[config.mk]
export PLATFORM = sky130hd
export DESIGN_NAME = alu_seq_unit
export DESIGN_NICKNAME = d
export VERILOG_FILES = /design/src/rtl/alu_seq_unit.sv
export SDC_FILE = /design/constraint.sdc
export NUM_CORES = 1
export LEC_CHECK = 0
export CAP_MARGIN = 40
export CORE_UTILIZATION = 57
export DETAILED_ROUTE_END_ITERATION = 12
export PLACE_DENSITY = 0.84
export SYNTH_ARGS = -nofsm -noshare
export SYNTH_HDL_FRONTEND = slang
export SYNTH_SLANG_ARGS = --single-unit
[constraint.sdc]
create_clock -name clk -period 4.4 [get_ports clk]
set_clock_uncertainty 0.2 [all_clocks]
set_input_delay 1.1 -clock clk [delete_from_list [all_inputs] [get_ports clk]]
set_output_delay 1.1 -clock clk [all_outputs]
set_load 0.03 [all_outputs]
[src/rtl/alu_seq_unit.sv]
`default_nettype none
// +--------------------------------------------------------------------------+
// | alu_seq_unit: registered ALU with control decode, iterative shifter and  |
// | optional shift-add multiplier (enabled by defining ALU_MUL_EN).          |
// | Revision: 1.0                                                            |
// +--------------------------------------------------------------------------+
module alu_seq_unit #(
  parameter int XLEN = 32,
  parameter int SHW  = $clog2(XLEN)
) (
  input  logic            clk,
  input  logic            reset,
  input  logic            in_valid,
  output logic            in_ready,
  input  logic [1:0]      alu_op,
  input  logic [2:0]      funct3,
  input  logic [6:0]      funct7,
  input  logic [XLEN-1:0] op_a,
  input  logic [XLEN-1:0] op_b,
  output logic            out_valid,
  input  logic            out_ready,
  output logic [XLEN-1:0] result,
  output logic            zero,
  output logic [3:0]      ctrl,
  output logic            illegal
);

  localparam logic [3:0] c_AND  = 4'b0000;
  localparam logic [3:0] c_OR   = 4'b0001;
  localparam logic [3:0] c_ADD  = 4'b0010;
  localparam logic [3:0] c_XOR  = 4'b0011;
  localparam logic [3:0] c_SUB  = 4'b0110;
  localparam logic [3:0] c_SLT  = 4'b0111;
  localparam logic [3:0] c_SLTU = 4'b1000;
  localparam logic [3:0] c_SLL  = 4'b1001;
  localparam logic [3:0] c_SRL  = 4'b1010;
  localparam logic [3:0] c_SRA  = 4'b1011;
  localparam logic [3:0] c_ILL  = 4'b1111;

  localparam logic [1:0] c_IDLE  = 2'd0;
  localparam logic [1:0] c_SHIFT = 2'd1;
  localparam logic [1:0] c_DONE  = 2'd3;
`ifdef ALU_MUL_EN
  localparam logic [3:0] c_MULC       = 4'b1100;
  localparam logic [1:0] c_MUL        = 2'd2;
  localparam logic [SHW:0] c_MUL_CYC  = (SHW+1)'(XLEN);
`endif

  localparam logic [6:0] c_F7_BASE = 7'b0000000;
  localparam logic [6:0] c_F7_ALT  = 7'b0100000;

  logic [1:0]      r_state;
  logic [XLEN-1:0] r_result;
  logic [3:0]      r_ctrl;
  logic            r_illegal;
  logic [SHW:0]    r_cnt;
`ifdef ALU_MUL_EN
  logic [XLEN-1:0] r_ma;
  logic [XLEN-1:0] r_mb;
`endif

  logic [3:0]      w_ctrl;
  logic [3:0]      w_base;
  logic [SHW-1:0]  w_shamt;
  logic [XLEN-1:0] w_alu;
  logic            w_is_shift;

  assign w_shamt    = op_b[SHW-1:0];
  assign w_is_shift = (w_ctrl == c_SLL) || (w_ctrl == c_SRL) || (w_ctrl == c_SRA);

  // funct3 table shared by R-type (funct7 zero) and I-type
  always_comb begin
    w_base = c_ADD;
    case (funct3)
      3'b000:  w_base = c_ADD;
      3'b001:  w_base = c_SLL;
      3'b010:  w_base = c_SLT;
      3'b011:  w_base = c_SLTU;
      3'b100:  w_base = c_XOR;
      3'b101:  w_base = c_SRL;
      3'b110:  w_base = c_OR;
      default: w_base = c_AND;
    endcase
  end

  always_comb begin
    w_ctrl = c_ILL;
    case (alu_op)
      2'b00: w_ctrl = c_ADD;
      2'b01: w_ctrl = c_SUB;
      2'b10: begin
        if (funct7 == c_F7_BASE) begin
          w_ctrl = w_base;
        end else if (funct7 == c_F7_ALT) begin
          if (funct3 == 3'b000)      w_ctrl = c_SUB;
          else if (funct3 == 3'b101) w_ctrl = c_SRA;
          else                       w_ctrl = c_ILL;
`ifdef ALU_MUL_EN
        end else if (funct7 == 7'b0000001 && funct3 == 3'b000) begin
          w_ctrl = c_MULC;
`endif
        end else begin
          w_ctrl = c_ILL;
        end
      end
      default: begin
        if (funct3 == 3'b101 && funct7 == c_F7_ALT) w_ctrl = c_SRA;
        else                                        w_ctrl = w_base;
      end
    endcase
  end

  // Shifts only reach this path with a zero shift amount, so they pass op_a
  always_comb begin
    w_alu = '0;
    case (w_ctrl)
      c_AND:  w_alu = op_a & op_b;
      c_OR:   w_alu = op_a | op_b;
      c_ADD:  w_alu = op_a + op_b;
      c_XOR:  w_alu = op_a ^ op_b;
      c_SUB:  w_alu = op_a - op_b;
      c_SLT:  w_alu = {{(XLEN-1){1'b0}}, ($signed(op_a) < $signed(op_b))};
      c_SLTU: w_alu = {{(XLEN-1){1'b0}}, (op_a < op_b)};
      c_SLL, c_SRL, c_SRA: w_alu = op_a;
      default: w_alu = '0;
    endcase
  end

  always_ff @(posedge clk) begin
    if (reset) begin
      r_state   <= c_IDLE;
      r_result  <= '0;
      r_ctrl    <= 4'b0000;
      r_illegal <= 1'b0;
      r_cnt     <= '0;
`ifdef ALU_MUL_EN
      r_ma      <= '0;
      r_mb      <= '0;
`endif
    end else begin
      case (r_state)
        c_IDLE: begin
          if (in_valid) begin
            r_ctrl    <= w_ctrl;
            r_illegal <= (w_ctrl == c_ILL);
            if (w_is_shift && w_shamt != '0) begin
              r_result <= op_a;
              r_cnt    <= {1'b0, w_shamt};
              r_state  <= c_SHIFT;
`ifdef ALU_MUL_EN
            end else if (w_ctrl == c_MULC) begin
              r_result <= '0;
              r_ma     <= op_a;
              r_mb     <= op_b;
              r_cnt    <= c_MUL_CYC;
              r_state  <= c_MUL;
`endif
            end else begin
              r_result <= w_alu;
              r_state  <= c_DONE;
            end
          end
        end
        c_SHIFT: begin
          case (r_ctrl)
            c_SLL:   r_result <= {r_result[XLEN-2:0], 1'b0};
            c_SRA:   r_result <= {r_result[XLEN-1], r_result[XLEN-1:1]};
            default: r_result <= {1'b0, r_result[XLEN-1:1]};
          endcase
          r_cnt <= r_cnt - 1'b1;
          if (r_cnt == (SHW+1)'(1)) r_state <= c_DONE;
        end
`ifdef ALU_MUL_EN
        c_MUL: begin
          if (r_mb[0]) r_result <= r_result + r_ma;
          r_ma  <= {r_ma[XLEN-2:0], 1'b0};
          r_mb  <= {1'b0, r_mb[XLEN-1:1]};
          r_cnt <= r_cnt - 1'b1;
          if (r_cnt == (SHW+1)'(1)) r_state <= c_DONE;
        end
`endif
        c_DONE: begin
          if (out_ready) r_state <= c_IDLE;
        end
        default: r_state <= c_IDLE;
      endcase
    end
  end

  assign in_ready  = (r_state == c_IDLE) && !reset;
  assign out_valid = (r_state == c_DONE);
  assign result    = r_result;
  assign zero      = (r_result == '0);
  assign ctrl      = r_ctrl;
  assign illegal   = r_illegal;

endmodule
`default_nettype wire
==> results of run 1 <==
==> kinds of logic after synthesis <==
logic type | Yosys count
xor+xnor | 26
mux | 14
buf+inv | 169
simple gates | 367
compound gates | 403
fa+ha+maj | 100
flops | 45
==> power groups by stage <==
stage	Combinational (mW)	Clock, mW	Sequential, mW
CTS	1.60	0.435	0.559
detailed placement	1.58	0	0.568
global placement	1.55	0	0.564
global route	1.77	0.451	0.570
floorplan	0.830	0	0.639
finish	1.67	0.443	0.566
==> tightest hold or removal path, cell delays in order (launching register included) <==
cell and delay [ns]:
sky130_fd_sc_hd__dfxtp_1 0.31, sky130_fd_sc_hd__o21ai_0 0.07, sky130_fd_sc_hd__a21oi_1 0.06
==> cell type report <==
class	count	area share
Multi-Input combinational cell	910	0.598
Timing Repair Buffer	302	0.246
Sequential cell	45	0.0846
Inverter	96	0.0339
Tap cell	176	0.0207
Clock buffer	5	0.0118
Clock inverter	3	0.00435
==> repair_timing <==
item / in CTS / in global routing
resized for setup: 8 / 20
endpoints found under the setup margin: 2 / 15
pin swaps: 9 / 8
setup buffers: 5 / 1
==> path summary, 6_finish.rpt <==
check	startpoint	end	slack, ns	cells past startpoint
max	op_b[2]	result[25]	0.09	17
min	r_cnt[4]	r_cnt[4]	0.28	2
max reg2reg	ctrl[3]	result[28]	1.55	10
min reg2reg	r_cnt[4]	r_cnt[4]	0.28	2
==> cell usage in the layout, fill, tap and decap left out, types with 9 or more instances in the layout <==
cell type,n
sky130_fd_sc_hd__a211oi_1,23
sky130_fd_sc_hd__a21o_1,10
sky130_fd_sc_hd__a21oi_1,91
sky130_fd_sc_hd__a221o_1,13
sky130_fd_sc_hd__a221oi_1,23
sky130_fd_sc_hd__a31oi_1,19
sky130_fd_sc_hd__and2_1,9
sky130_fd_sc_hd__buf_4,179
sky130_fd_sc_hd__clkdlybuf4s50_1,116
sky130_fd_sc_hd__dfxtp_1,45
sky130_fd_sc_hd__ha_1,96
sky130_fd_sc_hd__inv_1,95
sky130_fd_sc_hd__mux2i_1,14
sky130_fd_sc_hd__nand2_1,113
sky130_fd_sc_hd__nand2b_1,10
sky130_fd_sc_hd__nand3_1,26
sky130_fd_sc_hd__nor2_1,105
sky130_fd_sc_hd__nor3_1,33
sky130_fd_sc_hd__nor4_1,15
sky130_fd_sc_hd__o211ai_1,16
sky130_fd_sc_hd__o21a_1,9
sky130_fd_sc_hd__o21ai_0,76
sky130_fd_sc_hd__o21bai_1,12
sky130_fd_sc_hd__o22ai_1,13
sky130_fd_sc_hd__xnor2_1,23
==> flip-flops by register name, indices dropped and copies added, names as in the netlist <==
name	count
ctrl	4
illegal	1
r_cnt	6
r_state	2
result	32
==> per-layer routing <==
layer,track usage,routed length [um],up-vias
met5,0,0,-
met4,0.135,961,0
met3,0.0805,3940,112
met2,0.678,13700,741
met1,0.571,12300,4620
li1,-,-,4609
==> per-stage QoR <==
stage	area [um2]	utilization	hold slack [ns]	instances	TNS (ns)
2_1_floorplan	7820	-	0.255	1124	0
3_3_place_gp	10300	0.776	0.261	1523	-1.49
3_5_place_dp	10300	0.776	0.276	1523	-3.01
4_1_cts	10500	0.793	0.285	1536	0
5_1_grt	10600	0.801	0.331	1537	-0.0427
6_report	10600	0.801	0.285	1537	0
==> results.cfg, run 1 <==
[status]
result_of_the_run = completed

[power]
comb_power_share = 0.623
total_power_after_layout_mw = 2.68
total_leakage_power_nw = 4.63
peakVddDrop_mv = 0.168
power_report.internal_total_mw = 1.46
pwr-share-clk = 0.165
cellPowerDensity_mw_per_mm2 = 252
proportion_of_power_drawn_by_flip_flops_and_latches = 0.211
netSwitchingFraction = 0.455
total_switching_power_mw = 1.22

[sta]
fmaxAchievable_ghz = 0.232
transition_time_at_the_pin_with_the_least_slew_margin_ns = 0.775
rsz_0062_raised_after_global_routing = true
fin_crit_ns = 4.31
timing.max_slew.rel_slack = 0.484
timing.final.crit_share = 0.981
finalSetupViolations = 0
final_critical_path_setup_slack_ns = 0.0855
hold_viol_final = 0
slew_limit_fails = 0

[clock_network]
clock_buffer_count_from_cts = 5
clock_latency_at_the_later_pin_of_the_worst_skew_pair_ns = 0.29
cts_tree = done
ctsLongestPathBuffers = 2
cts_num_sinks = 45
clock_tree.root_cell = sky130_fd_sc_hd__clkbuf_16
post_cts_hold_buffer_count = 0
ctsHtreeMaxLevel = 2
clk_transition_reported_paths_ns = 0.07

[global_route]
antenna_found_initial = 1
grt_remaining_overflow = 0
grt_first_pass_wirelength_um = 47700
grtUsageTotal = 0.424
vias_in_the_first_global_route = 9152
grt_max_degree = 45

[synthesis]
asyncSetResetFlopFracSynth = 0
post_synth_num_cell_types = 88
fraction_of_the_yosys_area_taken_by_sequential_cells = 0.115
post_synth_inst_count = 1124
synth.most_common_cell = sky130_fd_sc_hd__nand2_1
synth_common_cells = sky130_fd_sc_hd__nand2_1 (113), sky130_fd_sc_hd__nor2_1 (105), sky130_fd_sc_hd__ha_1 (98)
ys_top_cells_by_area = sky130_fd_sc_hd__ha_1 (16%), sky130_fd_sc_hd__dfxtp_1 (12%), sky130_fd_sc_hd__a21oi_1 (6.0%), sky130_fd_sc_hd__nand2_1 (5.4%), sky130_fd_sc_hd__nor2_1 (5.0%)
largest_family_of_logic_cells_by_synthesized_area = compound AO/OA/AOI/OAI gates
yosys_most_used_dff = sky130_fd_sc_hd__dfxtp_1
synth-compound-area-share = 0.365
synth_area_leader_cell = sky130_fd_sc_hd__ha_1
yosysWarnings = 0
synth.top_cell.area_share = 0.157
synth_area_per_cell_um2 = 6.95
ys_seq_elements = 45
mappedNetlistArea_mm2 = 0.00781
synth_edf_count = 0
synthSimpleGateAreaFrac = 0.223
synthesis.nets = 1304
adder_and_majority_gate_portion_of_the_synthesized_area = 0.162
yosys-mux-area-fraction = 0.0179
xor_xnor_fraction_of_synth_area = 0.0291

[worst_setup_path]
worst_ep_required_time_ns = 4.35
timing.setup.critical_path_class = in -> reg
cell_type_of_the_slowest_stage_on_the_worst_timing_path = sky130_fd_sc_hd__clkdlybuf4s50_1
critPathCaptureType = flop
path_cells = clkdlybuf4s50_1, inv_1, ha_1, buf_4, a21oi_1, nand2_1, a211oi_2, buf_4, a211oi_2, o31ai_2, nor4_2, buf_4, a21oi_1, xnor2_1, a221oi_2, buf_4, nor4_2
cp_top_family = compound AO/OA/AOI/OAI gates
cp_data_arrival_time_ns = 4.27
setup.worst_path.start_class = input port
worst_path_max_stage_delay_ns = 0.47
worst_path_most_repeated_cell = sky130_fd_sc_hd__buf_4
worstPathBufferInverterCount = 6
critical_path.max_fanout = 5

[die]
std_cell_rows = 42
floorplan.initialDensity = 0.588
die-height_um = 119
top_level_ports = 120
core_box_area_mm2 = 0.0133
die_area_mm2 = 0.0142
die_w_um = 119

[layout]
number_of_filler_instances_in_the_final_layout = 976
area_growth_pct = 36.2
antenna-diode-count = 0
drive_gt1_frac = 0.184
num-nets-final = 1540
multi_input_gate_area_mm2 = 0.00637
final-seq-area_um2 = 901

[route]
drt-initial-drc-count = 1644
ant_nets = 0
detail_route.wirelength_um = 30900
vias_per_cell = 6.56
drtPass1Iterations = 8
wl_per_cell_um = 20.1
num_vias = 10100
drc = 0

[place]
port_buffers = 119
detailed_place_hpwl_um = 24300
final_weighted_congestion_in_routability_driven_placement = 1.02
dp_worst_setup_slack_ns = -0.355

[min_path]
worst_hold_class = reg -> reg

[run]
max_cap_viol_count = 0
Power figures use the tool's default switching activity.
==> run 2: changes to the inputs <==
Settings changed: CORE_UTILIZATION 57 to 61, CTS_BUF_LIST from default to sky130_fd_sc_hd__clkbuf_16, GPL_ROUTABILITY_DRIVEN from default to 0, PLACE_DENSITY 0.84 to 0.89.
Clock period 4.4 ns to 5.3 ns, I/O delays scaled along.
==> results.cfg, run 2 (synthesized netlist as in run 1, its figures left out) <==
[worst_setup_path]
timing.setup.critical_path_class = in -> reg
setup.worst_path.start_class = input port
worst_ep_required_time_ns = 5.25
cp_data_arrival_time_ns = 4.82
critPathCaptureType = flop
critical_path.max_fanout = 11
timing.rr.start = r_state[1]
worst_setup_path_startpoint = op_a[7]

[global_route]
globalRouteMet2Util = 0.630
grt.busiest_layer = met2
grt_use_met3 = 0.102
grt_first_pass_wirelength_um = 43700
antenna_found_initial = 0
grt_max_degree = 45
vias_in_the_first_global_route = 8454
grt_remaining_overflow = 0
grtUsageTotal = 0.417
global_route.usage.met1 = 0.559

[clock_network]
clk_transition_reported_paths_ns = 0.06
post_cts_hold_buffer_count = 0
ctsLongestPathBuffers = 2
clock_latency_at_the_later_pin_of_the_worst_skew_pair_ns = 0.29
cts_tree = done
cts_num_sinks = 45
cts_repair_resize_count = 0
ctsHtreeMaxLevel = 2
cts_setup_buffers = 0
clock_tree.root_cell = sky130_fd_sc_hd__clkbuf_16
clock_buffer_count_from_cts = 5

[die]
floorplan.initialDensity = 0.637
std_cell_rows = 40
top_level_ports = 120
die_w_um = 115
die_area_mm2 = 0.0133
core_box_area_mm2 = 0.0123
die-height_um = 115

[layout]
most_used_cells_in_the_layout_excluding_fill_and_tap_cells = sky130_fd_sc_hd__clkdlybuf4s50_1 (119), sky130_fd_sc_hd__nand2_1 (113), sky130_fd_sc_hd__nor2_1 (105), sky130_fd_sc_hd__ha_1 (98), sky130_fd_sc_hd__inv_1 (95)
mostFrequentLayoutCell = sky130_fd_sc_hd__clkdlybuf4s50_1
largest_register_ff_count = 32
number_of_filler_instances_in_the_final_layout = 978
area_growth_pct = 19.2
finalCoreUtilization = 0.760
antenna-diode-count = 0
drive_gt1_frac = 0.0620
num-nets-final = 1389
post-route-cell-area_mm2 = 0.00932

[sta]
timing.max_slew.rel_slack = 0.481
fmaxAchievable_ghz = 0.205
fin_crit_ns = 4.87
hold_viol_final = 0
finalSetupViolations = 0
rsz_0062_raised_after_global_routing = false
timing.final.crit_share = 0.919
timing.setup.tns_ns = 0
transition_time_at_the_pin_with_the_least_slew_margin_ns = 0.778
slew_limit_fails = 0

[power]
cellPowerDensity_mw_per_mm2 = 216
total_power_after_layout_mw = 2.01
peakVddDrop_mv = 0.147
total_leakage_power_nw = 3.86

[route]
drc = 0
wl_per_cell_um = 20.0
detail_route.wirelength_um = 27500
drt-initial-drc-count = 1515
drtPass1Iterations = 9
ant_nets = 0
vias_per_cell = 6.94
num_vias = 9559

[run]
max_cap_viol_count = 0

[place]
port_buffers = 119
detailed_place_hpwl_um = 20900
dpl-instance-area_mm2 = 0.00916

[status]
result_of_the_run = completed

[min_path]
critical_hold_path_startpoint = r_cnt[4]
worst_hold_class = reg -> reg
run 2: cell types whose count changed in the layout (fill, tap and decap cells not counted), sizes merged:
cell	before	now
buf	184	32
clkinvlp	1	0
dlygate4sd2	2	0
clkdlybuf4s50	116	119
run 2: path summary, 6_finish.rpt:
check / slack, ns / end / cells after the start
worst max-delay path: 0.43 / result[26] / 13
worst min-delay path: 0.28 / r_cnt[4] / 2
worst max register to register: 2.40 / result[15] / 8
worst min register to register: 0.28 / r_cnt[4] / 2
run 2: critical path, cell delays in order:
cell and delay [ns]:
sky130_fd_sc_hd__clkdlybuf4s50_1 0.52, sky130_fd_sc_hd__inv_1 0.07, sky130_fd_sc_hd__ha_1 0.48, sky130_fd_sc_hd__inv_1 0.11, sky130_fd_sc_hd__a2111oi_0 0.45, sky130_fd_sc_hd__a21oi_1 0.22
sky130_fd_sc_hd__a21o_1 0.22, sky130_fd_sc_hd__a221oi_4 0.38, sky130_fd_sc_hd__o41ai_4 0.14, sky130_fd_sc_hd__a21boi_1 0.31, sky130_fd_sc_hd__xnor2_1 0.11, sky130_fd_sc_hd__a221oi_1 0.40
sky130_fd_sc_hd__nor4_1 0.08
run 2: area by class of cell:
cell class	count	area, um2	area share
Clock inverter	2	35.0	0.00376
Sequential cell	45	901	0.0967
Timing Repair Buffer	151	1430	0.154
Tap cell	168	210	0.0226
Inverter	96	360	0.0387
Clock buffer	5	125	0.0134
Multi-Input combinational cell	910	6250	0.671
run 2: per-stage QoR:
| step | setup slack [ns] | std cells | hold WS (ns) |
|---|---|---|---|
| after global routing | 0.110 | 1377 | 0.308 |
| final | 0.429 | 1377 | 0.282 |
| after global placement | 0.400 | 1370 | 0.269 |
| after detailed placement | 0.311 | 1370 | 0.272 |
| after floorplan | 1.19 | 1124 | 0.255 |
| after CTS | 0.586 | 1377 | 0.281 |
run 2: report_power, final:
part	switching (mW)	internal [mW]	total, mW
Clock	0.131	0.219	0.349
Sequential	0.0763	0.390	0.467
Combinational	0.728	0.471	1.20
Total	0.934	1.08	2.01
run 2: per-layer routing:
| metal | share of wire | up-vias |
|---|---|---|
| met4 | 0.049 | 0 |
| met5 | 0 | - |
| met1 | 0.38 | 4254 |
| li1 | - | 4301 |
| met3 | 0.16 | 144 |
| met2 | 0.41 | 860 |
==> run 3: changes to the inputs <==
Settings changed: CTS_CLUSTER_DIAMETER from default to 40.
==> results of run 3 <==
Same layout as run 2: the final DEF is identical, and so are final timing and power.
